`src/rtl/clock_div_multi_if.sv`:
```
// ----------------------------------------------------------------------------
// clock_div_multi_if
// Configuration-write channel for clock_div_multi. Carries a ready/valid
// handshake that selects one divider channel and supplies its new ratio.
//
// Signals
//   cfg_valid  master -> slave  configuration write request
//   cfg_ready  slave -> master  write can be accepted this cycle
//   cfg_chan   master -> slave  target channel index (CHAN_W bits)
//   cfg_div    master -> slave  new division ratio (DIV_WIDTH bits)
//
// Modports
//   master  drives the request (test sequencer / CPU side)
//   slave   the divider block
// ----------------------------------------------------------------------------
interface clock_div_multi_if #(
    parameter int N_CHAN    = 4,
    parameter int DIV_WIDTH = 16,
    parameter int CHAN_W    = (N_CHAN > 1) ? $clog2(N_CHAN) : 1
);
    logic                 cfg_valid;
    logic                 cfg_ready;
    logic [CHAN_W-1:0]    cfg_chan;
    logic [DIV_WIDTH-1:0] cfg_div;

    modport master (
        output cfg_valid,
        output cfg_chan,
        output cfg_div,
        input  cfg_ready
    );

    modport slave (
        input  cfg_valid,
        input  cfg_chan,
        input  cfg_div,
        output cfg_ready
    );
endinterface

```
`src/rtl/clock_div_multi.sv`:
```
// ----------------------------------------------------------------------------
// clock_div_multi
// Multi-channel programmable clock divider. Each channel divides clk_in by an
// arbitrary integer ratio d >= 2 (high ceil(d/2), low floor(d/2) cycles).
// A ratio below 2 stops the channel low. New ratios are staged in a shadow
// register and only applied at a period boundary, so outputs never glitch.
// A sync pulse restarts every running channel in phase.
//
// Ports
//   clk_in   in   reference clock, all logic on posedge
//   rst      in   asynchronous active-high reset
//   cfg      slave modport of clock_div_multi_if (valid/ready/chan/div)
//   sync     in   one-cycle pulse, restarts all running channels
//   pending  out  per channel: accepted ratio not yet applied
//   clk_out  out  registered divided clocks
//   clk_stb  out  one-cycle pulse on each 0->1 of clk_out (optional)
//
// Optional feature macro: CLOCK_DIV_MULTI_STROBE_EN
//   When defined, adds clk_stb[N_CHAN-1:0]; a sync-forced restart also
//   produces a strobe even if clk_out was already high.
// ----------------------------------------------------------------------------
module clock_div_multi #(
    parameter int N_CHAN    = 4,
    parameter int DIV_WIDTH = 16,
    localparam int CHAN_W   = (N_CHAN > 1) ? $clog2(N_CHAN) : 1
) (
    input  logic                   clk_in,
    input  logic                   rst,
    clock_div_multi_if.slave       cfg,
    input  logic                   sync,
    output logic [N_CHAN-1:0]      pending,
    output logic [N_CHAN-1:0]      clk_out
`ifdef CLOCK_DIV_MULTI_STROBE_EN
    ,
    output logic [N_CHAN-1:0]      clk_stb
`endif
);

    logic [DIV_WIDTH-1:0] shadow_q [N_CHAN];
    logic [DIV_WIDTH-1:0] shadow_d [N_CHAN];
    logic [DIV_WIDTH-1:0] active_q [N_CHAN];
    logic [DIV_WIDTH-1:0] active_d [N_CHAN];
    logic [DIV_WIDTH-1:0] cnt_q    [N_CHAN];
    logic [DIV_WIDTH-1:0] cnt_d    [N_CHAN];
    logic [DIV_WIDTH:0]   half     [N_CHAN];
    logic [DIV_WIDTH:0]   cnt_inc  [N_CHAN];
    logic [N_CHAN-1:0]    pending_q, pending_d;
    logic [N_CHAN-1:0]    q_q, q_d;
    logic [N_CHAN-1:0]    running, boundary, apply, accept;
    logic                 ready;

    // Ready reflects only the addressed channel; out-of-range indices never
    // match a channel, so they stay ready and the write is dropped.
    always_comb begin
        ready = 1'b1;
        for (int i = 0; i < N_CHAN; i++) begin
            if (cfg.cfg_chan == CHAN_W'(i)) begin
                ready = !pending_q[i];
            end
        end
    end

    assign cfg.cfg_ready = ready;

    // Per-channel next state. A stopped channel is always at a boundary, so
    // a pending ratio on it is applied on the very next edge. Sync forces a
    // boundary on running channels only.
    always_comb begin
        for (int i = 0; i < N_CHAN; i++) begin
            running[i]  = (active_q[i] >= DIV_WIDTH'(2));
            boundary[i] = !running[i] || (cnt_q[i] == active_q[i] - DIV_WIDTH'(1));
            apply[i]    = pending_q[i] && (boundary[i] || sync);
            accept[i]   = cfg.cfg_valid && ready && (cfg.cfg_chan == CHAN_W'(i));
            half[i]     = ({1'b0, active_q[i]} + (DIV_WIDTH + 1)'(1)) >> 1;
            cnt_inc[i]  = {1'b0, cnt_q[i]} + (DIV_WIDTH + 1)'(1);

            shadow_d[i]  = accept[i] ? cfg.cfg_div : shadow_q[i];
            pending_d[i] = accept[i] || (pending_q[i] && !apply[i]);
            active_d[i]  = active_q[i];

            if (apply[i]) begin
                active_d[i] = shadow_q[i];
                cnt_d[i]    = '0;
                q_d[i]      = (shadow_q[i] >= DIV_WIDTH'(2));
            end else if (running[i] && (boundary[i] || sync)) begin
                cnt_d[i] = '0;
                q_d[i]   = 1'b1;
            end else if (running[i]) begin
                cnt_d[i] = cnt_inc[i][DIV_WIDTH-1:0];
                q_d[i]   = (cnt_inc[i] < half[i]);
            end else begin
                cnt_d[i] = '0;
                q_d[i]   = 1'b0;
            end
        end
    end

    always_ff @(posedge clk_in or posedge rst) begin
        if (rst) begin
            for (int i = 0; i < N_CHAN; i++) begin
                shadow_q[i] <= '0;
                active_q[i] <= '0;
                cnt_q[i]    <= '0;
            end
            pending_q <= '0;
            q_q       <= '0;
        end else begin
            for (int i = 0; i < N_CHAN; i++) begin
                shadow_q[i] <= shadow_d[i];
                active_q[i] <= active_d[i];
                cnt_q[i]    <= cnt_d[i];
            end
            pending_q <= pending_d;
            q_q       <= q_d;
        end
    end

    assign pending = pending_q;
    assign clk_out = q_q;

`ifdef CLOCK_DIV_MULTI_STROBE_EN
    logic [N_CHAN-1:0] stb_q, stb_d;

    // A sync restart strobes even when the output was already high, since
    // downstream logic treats it as the start of a new period.
    always_comb begin
        for (int i = 0; i < N_CHAN; i++) begin
            stb_d[i] = q_d[i] && (!q_q[i] || (sync && running[i]));
        end
    end

    always_ff @(posedge clk_in or posedge rst) begin
        if (rst) begin
            stb_q <= '0;
        end else begin
            stb_q <= stb_d;
        end
    end

    assign clk_stb = stb_q;
`endif

endmodule
```
`src/flat_wrapper.sv`:
```
// flat-port wrapper written by rule: the top's interface ports become plain ports
module clock_div_multi_flat 
#(
    parameter int N_CHAN    = 4,
    parameter int DIV_WIDTH = 16,
    localparam int CHAN_W   = (N_CHAN > 1) ? $clog2(N_CHAN) : 1
)
  (clk_in, rst, sync, pending, clk_out, cfg_cfg_valid, cfg_cfg_chan, cfg_cfg_div, cfg_cfg_ready);
  clock_div_multi_if #(.N_CHAN(N_CHAN), .DIV_WIDTH(DIV_WIDTH)) cfg_i ();
  input  logic clk_in;
  input  logic rst;
  input  logic sync;
  output logic [N_CHAN-1:0] pending;
  output logic [N_CHAN-1:0] clk_out;
  input wire logic [$bits(cfg_i.cfg_valid)-1:0] cfg_cfg_valid;
  input wire logic [$bits(cfg_i.cfg_chan)-1:0] cfg_cfg_chan;
  input wire logic [$bits(cfg_i.cfg_div)-1:0] cfg_cfg_div;
  output wire logic [$bits(cfg_i.cfg_ready)-1:0] cfg_cfg_ready;
  assign cfg_i.cfg_valid = cfg_cfg_valid;
  assign cfg_i.cfg_chan = cfg_cfg_chan;
  assign cfg_i.cfg_div = cfg_cfg_div;
  assign cfg_cfg_ready = cfg_i.cfg_ready;
  clock_div_multi #(.N_CHAN(N_CHAN), .DIV_WIDTH(DIV_WIDTH)) u_core (.clk_in(clk_in), .rst(rst), .cfg(cfg_i), .sync(sync), .pending(pending), .clk_out(clk_out));
endmodule
```
`config.mk`:
```
export PLATFORM = sky130hd
export DESIGN_NAME = clock_div_multi_flat
export DESIGN_NICKNAME = d
export VERILOG_FILES = /design/src/rtl/clock_div_multi_if.sv /design/src/rtl/clock_div_multi.sv /design/src/flat_wrapper.sv
export SDC_FILE = /design/constraint.sdc
export NUM_CORES = 1
export LEC_CHECK = 0
export ABC_CLOCK_PERIOD_IN_PS = 16170
export CORE_MARGIN = 1.5
export CORE_UTILIZATION = 65
export DETAILED_ROUTE_END_ITERATION = 8
export PLACE_DENSITY = 0.83
export SETUP_SLACK_MARGIN = 0.05
export SLEW_MARGIN = 5
export SYNTH_ARGS = -nofsm -noshare
export SYNTH_HDL_FRONTEND = slang
export SYNTH_SLANG_ARGS = --single-unit
```
`constraint.sdc`:
```
create_clock -name clk_in -period 16.17 [get_ports clk_in]
set_clock_uncertainty 0.05 [all_clocks]
set_input_delay 3.234 -clock clk_in [delete_from_list [all_inputs] [get_ports clk_in]]
set_output_delay 3.234 -clock clk_in [all_outputs]
set_load 0.005 [all_outputs]
```
==> impl_metrics.env <==
export IMPL_post_route_min_period_ns=8.22
export IMPL_cts_tree="yes"
export IMPL_cts_max_level=4
export IMPL_crit_required_ns=12.89
export IMPL_dpl_hpwl_um=22000
export IMPL_finalWorstSetupSlack_ns=7.95
export IMPL_grt_first_pass_wirelength_um=52300
export IMPL_holdCritPathClass="flip-flop to flip-flop"
export IMPL_power_internal_mw=1.15
export IMPL_outcome="finished clean"
export IMPL_yosysTopAreaCell="dfrtp_1"
export IMPL_dr_pass1_iters=5
export IMPL_fin_total_pwr_mw=1.90
export IMPL_netlist_area_sq_um=13700
export IMPL_mostFrequentLayoutCells="dfrtp_1 (200), xnor2_1 (94), xor2_1 (92)"
export IMPL_p_per_area_nw_per_um2=130
export IMPL_wire_per_inst_um=18.9
export IMPL_p_sw_mw=0.749
export IMPL_dieWidth_um=148
export IMPL_seq_area_frac_synth_pct=36.4
export IMPL_crit_path_start_kind="input pin"
export IMPL_combPwrFrac_pct=33.3
export IMPL_synth_nets=1507
export IMPL_endpoint_kind="output port"
export IMPL_antennaDiodeCount=0
export IMPL_synth_top_area_share_pct=36.4
export IMPL_clock_power_share_pct=23.2
export IMPL_slew_violations=0
export IMPL_ctsHoldBuffers=0
export IMPL_rsz0062_at_grt="no"
export IMPL_fmax_mhz=122
export IMPL_setup_viol=0
export IMPL_synth_main_ff_cell="dfrtp_1"
export IMPL_syn_inst=1409
export IMPL_place_ws_ns=7.95
export IMPL_grt_max_degree=119
export IMPL_worstPathCellList="clkdlybuf4s50_1 > mux4_2 > inv_1 > clkdlybuf4s50_1"
export IMPL_clock_sinks=200
export IMPL_cts_setup_buffers=0
export IMPL_crit_buf_inv=3
export IMPL_relSlewSlack_pct=16.1
export IMPL_core_sq_um=20500
export IMPL_gp_congestion=0.937
export IMPL_synth_area_top_cells="dfrtp_1 (36%), ha_1 (6.9%), xnor2_1 (6.0%)"
export IMPL_pwr_share_seq_pct=43.5
export IMPL_die_h_um=148
export IMPL_worst_path_max_fanout=5
export IMPL_gr_total_overflow=0
export IMPL_hold_viol_final=0
export IMPL_drc_errors=0
export IMPL_slowest_delay_ns=0.62
export IMPL_nFillCells=1495
export IMPL_grt_pass1_vias=10200
export IMPL_tns_ns=0
export IMPL_crit_family="buffers and inverters"
export IMPL_die_area_sq_um=22000
export IMPL_worst_pin_slew_ns=1.26
export IMPL_yosysWarnings=0
export IMPL_dpl_cell_area_sq_um=14000
export IMPL_cp_data_arrival_time_ns=4.94
export IMPL_path_clk_slew_ns=0.07
export IMPL_portBuffers=30
export IMPL_p_leak_nw=6.33
export IMPL_swShare_pct=39.5
export IMPL_clockBufferDepth=2
export IMPL_ant_nets=0
export IMPL_rows=52
export IMPL_drt_iter0_markers=817
export IMPL_ios=31
export IMPL_maxCapViolCount=0
export IMPL_synth_seq_cells=200
export IMPL_crit_top_cell="clkdlybuf4s50_1"
export IMPL_antenna_found_initial=0
export IMPL_final_area_sq_um=14700
export IMPL_yosysUniqueCellTypes=86
export IMPL_nNetsFinal=1470
export IMPL_area_growth_pct=6.70
export IMPL_postSynth_asyncResetShare_pct=100
export IMPL_ir_drop_v=0.0000982
export IMPL_critical_path_class="input pin to output port"
export IMPL_dr_total_vias=10600
export IMPL_cts_root_buf="clkbuf_16"
export IMPL_layout_commonest_cell="dfrtp_1"
export IMPL_synth_edff_count=0
export IMPL_syn_area_per_cell_sq_um=9.75
export IMPL_initial_core_util_pct=67.0
export IMPL_routed_wl_um=31300
export IMPL_avgViaCountPerCell=6.39
export IMPL_clock_latency_ns=0.45
export IMPL_cts_buffers=17
export IMPL_ctsResizeCount=0
export IMPL_cpMaxStageDelayCell="clkdlybuf4s50_1"
export IMPL_grt_use_total_pct=29.6
export IMPL_drive_above_1_share_pct=12.6
export IMPL_post_route_period_util_pct=50.8
[metrics by stage]
| stage | cells | util (%) | hold WS, ns |
|---|---|---|---|
| 4_1_cts | 1655 | 71.5 | 0.463 |
| 5_1_grt | 1655 | 71.5 | 0.486 |
| 3_3_place_gp | 1623 | 68.5 | 0.421 |
| 2_1_floorplan | 1409 | - | 0.410 |
| 6_report | 1655 | 71.5 | 0.463 |
| 3_5_place_dp | 1623 | 68.5 | 0.441 |
[power groups by stage]
stage | combinational (mW) | clock [mW] | sequential [mW]
after floorplan | 0.638 | 0 | 0.668
after global placement | 0.586 | 0 | 0.819
after detailed placement | 0.614 | 0 | 0.826
after CTS | 0.626 | 0.445 | 0.819
after global routing | 0.698 | 0.467 | 0.848
final | 0.632 | 0.441 | 0.826
[kinds of logic (layout without fill, tap and decap cells)]
logic type | count (synthesis) | in the layout | share of synthesized area [%]
simple gates | 474 | 474 | 19.6
compound gates | 227 | 227 | 11.5
flops | 200 | 200 | 36.4
xor+xnor | 187 | 187 | 12.0
buf+inv | 139 | 115 | 4.35
mux | 106 | 106 | 9.27
fa+ha+maj | 76 | 76 | 6.92
[registers in the layout, summed over array words and instances, names as in the netlist]
name	flops
u_core.active_q	64
u_core.cnt_q	64
u_core.shadow_q	64
u_core.clk_out	4
u_core.pending	4
[layer usage]
| layer | wire length, um | track usage [%] | share of wire [%] | up-vias |
|---|---|---|---|---|
| met5 | 0 | 0 | 0 | - |
| met4 | 660 | 9.06 | 2.1 | 0 |
| met3 | 1910 | 5.00 | 6.1 | 71 |
| met2 | 14600 | 47.2 | 47 | 392 |
| met1 | 14200 | 41.5 | 45 | 5160 |
| li1 | - | - | - | 4957 |
[area by class of cell]
type / count / area, sq um / area share [%]
clock buffer: 18 / 439 / 3.00
multi-input combinational: 1070 / 8160 / 55.7
timing repair buffer: 40 / 375 / 2.56
sequential: 200 / 5000 / 34.2
clock inverter: 14 / 170 / 1.16
tap: 270 / 338 / 2.31
inverter: 43 / 169 / 1.15
[cell usage after synthesis (all sizes together), types with 43 or more instances]
master	n
xnor2	95
ha	76
nand3	61
o21ai	46
nand2	87
xor2	92
a21oi	56
clkbuf	64
nor2	59
mux2	100
dfrtp	200
inv	43
[worst paths after layout]
path                                      from  cells after the start                  end  slack [ns]
setup / recovery               cfg_cfg_chan[0]                      4        cfg_cfg_ready        7.95
hold / removal             u_core.shadow_q[48]                      1  u_core.active_q[48]        0.46
setup reg to reg           u_core.active_q[32]                     10  u_core.active_q[35]       12.33
hold reg to reg            u_core.shadow_q[48]                      1  u_core.active_q[48]        0.46
max in group asynchronous                  rst                      3  u_core.shadow_q[42]       11.16
min in group asynchronous                  rst                      2     u_core.cnt_q[43]        3.29
No activity file was read; power rests on OpenSTA's default activity.
